## src/rtl/slice_add_seq.sv

```systemverilog
// Purpose : W-bit adder built by time-multiplexing one external COUNT-bit select_adder.
// Latency : start accepted at edge 0 -> done pulse between edges SLICES and SLICES+1.
// Backpres: no flow control; start is only sampled in IDLE and ignored while busy.
//
// Ports:
//   clk, rst_n             clock, asynchronous active-low reset
//   start, A, B, Cin       request and operands, captured when start is accepted
//   sl_A, sl_B, sl_Cin     current slice operands/carry driven to the select_adder
//   sl_S, sl_Cout          select_adder result for the current slice
//   busy, done             busy in RUN and DONE; done is a one-cycle result strobe
//   S, Cout                registered sum and final carry-out
//   ovf                    two's-complement overflow, only when SLICE_ADD_OVF_EN is defined
module slice_add_seq #(
  parameter int COUNT  = 4,
  parameter int SLICES = 4
) (
  input  logic                      clk,
  input  logic                      rst_n,
  input  logic                      start,
  input  logic [COUNT*SLICES-1:0]   A,
  input  logic [COUNT*SLICES-1:0]   B,
  input  logic                      Cin,
  output logic [COUNT-1:0]          sl_A,
  output logic [COUNT-1:0]          sl_B,
  output logic                      sl_Cin,
  input  logic [COUNT-1:0]          sl_S,
  input  logic                      sl_Cout,
  output logic                      busy,
  output logic                      done,
  output logic [COUNT*SLICES-1:0]   S,
  output logic                      Cout
`ifdef SLICE_ADD_OVF_EN
  ,
  output logic                      ovf
`endif
);

  localparam int W     = COUNT * SLICES;
  // Keep the index at least one bit wide so SLICES=1 still elaborates.
  localparam int IDX_W = (SLICES > 1) ? $clog2(SLICES) : 1;

  typedef enum logic [1:0] {
    IDLE = 2'd0,
    RUN  = 2'd1,
    DONE = 2'd2
  } state_t;

  state_t             r_state;
  logic [IDX_W-1:0]   r_idx;
  logic               r_carry;
  logic [W-1:0]       r_a;
  logic [W-1:0]       r_b;
  logic [W-1:0]       r_s;
  logic               r_cout;
  logic               r_busy;
  logic               r_done;
`ifdef SLICE_ADD_OVF_EN
  logic               r_ovf;
`endif

  logic               w_run;
  logic               w_last;

  assign w_run  = (r_state == RUN);
  assign w_last = (r_idx == IDX_W'(SLICES - 1));

  // Slice operands are only presented while an addition is in flight.
  assign sl_A   = w_run ? r_a[int'(r_idx)*COUNT +: COUNT] : '0;
  assign sl_B   = w_run ? r_b[int'(r_idx)*COUNT +: COUNT] : '0;
  assign sl_Cin = w_run ? r_carry : 1'b0;

  assign S    = r_s;
  assign Cout = r_cout;
  assign busy = r_busy;
  assign done = r_done;
`ifdef SLICE_ADD_OVF_EN
  assign ovf  = r_ovf;
`endif

  always_ff @(posedge clk or negedge rst_n) begin
    if (!rst_n) begin
      r_state <= IDLE;
      r_idx   <= '0;
      r_carry <= 1'b0;
      r_a     <= '0;
      r_b     <= '0;
      r_s     <= '0;
      r_cout  <= 1'b0;
      r_busy  <= 1'b0;
      r_done  <= 1'b0;
`ifdef SLICE_ADD_OVF_EN
      r_ovf   <= 1'b0;
`endif
    end else begin
      case (r_state)
        IDLE: begin
          if (start) begin
            r_a     <= A;
            r_b     <= B;
            r_carry <= Cin;
            r_idx   <= '0;
            r_busy  <= 1'b1;
            r_state <= RUN;
          end
        end
        RUN: begin
          r_s[int'(r_idx)*COUNT +: COUNT] <= sl_S;
          r_carry <= sl_Cout;
          if (w_last) begin
            r_cout  <= sl_Cout;
            r_idx   <= '0;
            r_done  <= 1'b1;
            r_state <= DONE;
`ifdef SLICE_ADD_OVF_EN
            // The final sum MSB is the top bit of the slice being written now.
            r_ovf   <= (r_a[W-1] == r_b[W-1]) && (sl_S[COUNT-1] != r_a[W-1]);
`endif
          end else begin
            r_idx   <= r_idx + IDX_W'(1);
          end
        end
        DONE: begin
          r_done  <= 1'b0;
          r_busy  <= 1'b0;
          r_state <= IDLE;
        end
        default: begin
          r_done  <= 1'b0;
          r_busy  <= 1'b0;
          r_state <= IDLE;
        end
      endcase
    end
  end

endmodule

```

## config.mk

```make
export PLATFORM = sky130hd
export DESIGN_NAME = slice_add_seq
export DESIGN_NICKNAME = d
export VERILOG_FILES = /design/src/rtl/slice_add_seq.sv
export SDC_FILE = /design/constraint.sdc
export NUM_CORES = 1
export LEC_CHECK = 0
export ABC_AREA = 1
export CAP_MARGIN = 10
export CORE_MARGIN = 2
export CORE_UTILIZATION = 49
export CTS_CLUSTER_SIZE = 25
export DETAILED_ROUTE_END_ITERATION = 8
export PLACE_DENSITY = 0.78
export SLEW_MARGIN = 10
export SYNTH_ARGS = -nofsm -noshare
export SYNTH_HDL_FRONTEND = slang
export SYNTH_SLANG_ARGS = --single-unit
```

## constraint.sdc

```tcl
create_clock -name clk -period 2.6 [get_ports clk]
set_clock_uncertainty 0.2 [all_clocks]
set_input_delay 0.52 -clock clk [delete_from_list [all_inputs] [get_ports clk]]
set_output_delay 0.52 -clock clk [all_outputs]
set_load 0.005 [all_outputs]
```

==> qor.yml <==
pin_count: 69
drt_iter0_markers: 150
htreeDepth: 2
p_per_area_nw_per_um2: 1130
tns_ns: 0
critical_path.cell_chain: "inv_1, buf_4, nand2_1, nand3_1, a21oi_1, clkdlybuf4s50_1"
cp-start-kind: "register"
drive_above_1_share_pct: 10.4
yosysWarningCount: 0
gp_congestion: 0.845
die_area_um2: 6110
r2r-start: "r_idx[1]"
slew_viol_final: 0
hold_buffers: 0
worstSetupPathType: "reg -> out"
cts_buffers: 5
grt_max_degree: 65
synth_nets: 379
crit_path_top_delay_cell: "clkdlybuf4s50_1"
die_h_um: 78.2
cts_tree: "done"
seq_area_frac_synth_pct: 52.0
total_leakage_power_nw: 1.81
port_buffers: 68
vias_per_cell: 4.83
rows: 27
routed_wl_mm: 5.88
cts-root-buf: "clkbuf_8"
layout_common_cells: "nand2_1 (100), clkdlybuf4s50_1 (67), dfrtp_1 (56), inv_1 (43), nor2_1 (40)"
postRouteAntennaNets: 0
n_antenna_cell: 0
via_count: 2288
worstMarginPinSlew_ns: 0.594
area_delta_synth_final_pct: 32.6
avgSynthCellArea_um2: 8.12
die_x_um: 78.2
regToRegEndpoint: "S[0]"
cts_buffer_depth: 2
netlist_instances: 332
grt_use_total_pct: 20.4
cp-end-kind: "primary output"
outcome: "complete, no violations"
final.min_clock_period_ns: 2.49
setup.worst_path.end: "sl_A[1]"
dpl.hpwl_mm: 4.15
setup_viol: 0
arrival_ns: 1.77
hold_path.class: "in -> async"
clock_latency_ns: 0.31
reg2regPathDepth: 7
hold_viol_final: 0
ys_types: 17
yosys_register_bits: 56
fmax_ghz: 0.402
grt_pass1_wl_mm: 9.84
synth_area_um2: 2700
setup.reg_to_reg.worst_slack_ns: 0.76
ir_drop_mv: 0.563
fin_nets: 448
final_common_cell: "nand2_1"
max_slew_margin_pct: 60.4
slowest_delay_ns: 0.53
drv_cap: 0
grt_overflow_total: 0
antenna_found_initial: 0
crit_required_ns: 1.88
place_area_um2: 3450
cts_sinks: 56
initial_utilization_pct: 49.9
post-route-period-util_pct: 95.8
grt_setup_unrepaired: "no"
drc: 0
dr.pass1.iters: 5
grt_pass1_vias: 2282
finalInstanceArea_um2: 3580
critPathMaxFanout: 16
cts.clk_slew.worst_paths_ns: 0.10
core_um2: 5410
critPathLaunch: "r_idx[0]"
routedWlPerCell_um: 12.4
-- registers in the layout (all words and copies together), names as in the netlist --
| name | cells |
|---|---|
| done | 1 |
| busy | 1 |
| Cout | 1 |
| S | 16 |
| r_state | 2 |
| r_b | 16 |
| r_a | 16 |
| r_carry | 1 |
| r_idx | 2 |
-- worst max-delay path: cells and delay by family, from the launching register on --
family                 cells  cell delay [ns]
AO/OA/AOI/OAI              1             0.16
buffers and inverters      3             0.79
flip-flops                 1             0.37
AND/OR/NAND/NOR            2             0.14
-- per-stage QoR --
stage / std cells / hold slack (ns) / setup slack [ns] / power [mW] / util, %
floorplan: 332 / 0.0244 / 0.760 / 2.65 / -
detailed placement: 465 / 0.264 / 0.259 / 3.48 / 63.7
global route: 474 / 0.0335 / 0.00281 / 4.37 / 66.2
global placement: 465 / 0.266 / 0.306 / 3.42 / 63.7
finish: 474 / 0.00528 / 0.110 / 4.05 / 66.2
CTS: 474 / 0.0123 / 0.0598 / 4.07 / 66.0
-- kinds of logic (layout without fill, tap and decap cells) --
kind of cell | Yosys count | in the layout | share of synthesized area, %
AOI/OAI and AO/OA | 45 | 45 | 10.9
adders and majority gates | 6 | 6 | 2.78
buffers and inverters | 59 | 129 | 9.61
DFF | 56 | 56 | 52.0
and+or+nand+nor | 166 | 166 | 24.8
-- where the power goes --
group	total, mW	switching, mW	internal, mW
registers	1.42	0.163	1.26
clock network	0.559	0.273	0.285
logic	2.07	1.11	0.951
-- timing repair --
action | in CTS | in global routing
gates resized for setup | 1 | 2
endpoints found under the setup margin | 9 | 7
pin swaps | 0 | 0
buffers inserted | 1 | 0
-- synth_stat cells --
cell type  count  share of area, %
inv_1         43               6.0
nor2_4         1              0.42
nand2_1      101                14
buf_4          1              0.28
ha_1           6               2.8
a21oi_2       18               5.8
clkinv_1       1              0.14
dfrtp_1       56                52
buf_2          9               1.7
buf_6          3               1.3
inv_2          2              0.28
a21oi_1       22               4.1
nor2_2         2              0.46
nand3_1       21               3.9
nand3_2        1              0.37
nor2_1        40               5.6
o21ai_0        5              0.93
-- worst min path at each step --
stage          endpoint   from
2_1_floorplan      Cout  rst_n
3_3_place_gp       S[4]   S[4]
3_5_place_dp      S[11]  S[11]
4_1_cts            S[9]  rst_n
5_1_grt            S[9]  rst_n
6_report        r_a[15]  rst_n
-- metal layers --
metal | track usage (%) | wire (um) | up-vias
met1 | 24.8 | 2610 | 1048
met4 | 7.89 | 80 | 0
met5 | 0 | 0 | -
li1 | - | - | 1152
met2 | 34.6 | 2810 | 79
met3 | 5.52 | 372 | 9
-- cell type report --
| type | count | area, um^2 |
|---|---|---|
| Sequential cell | 56 | 1400 |
| Clock inverter | 3 | 42.5 |
| Tap cell | 72 | 90.1 |
| Timing Repair Buffer | 75 | 753 |
| Clock buffer | 5 | 68.8 |
| Inverter | 46 | 176 |
| Fill cell | 441 | 1830 |
| Multi-Input combinational cell | 217 | 1040 |
(Power assumes the default switching activity.)
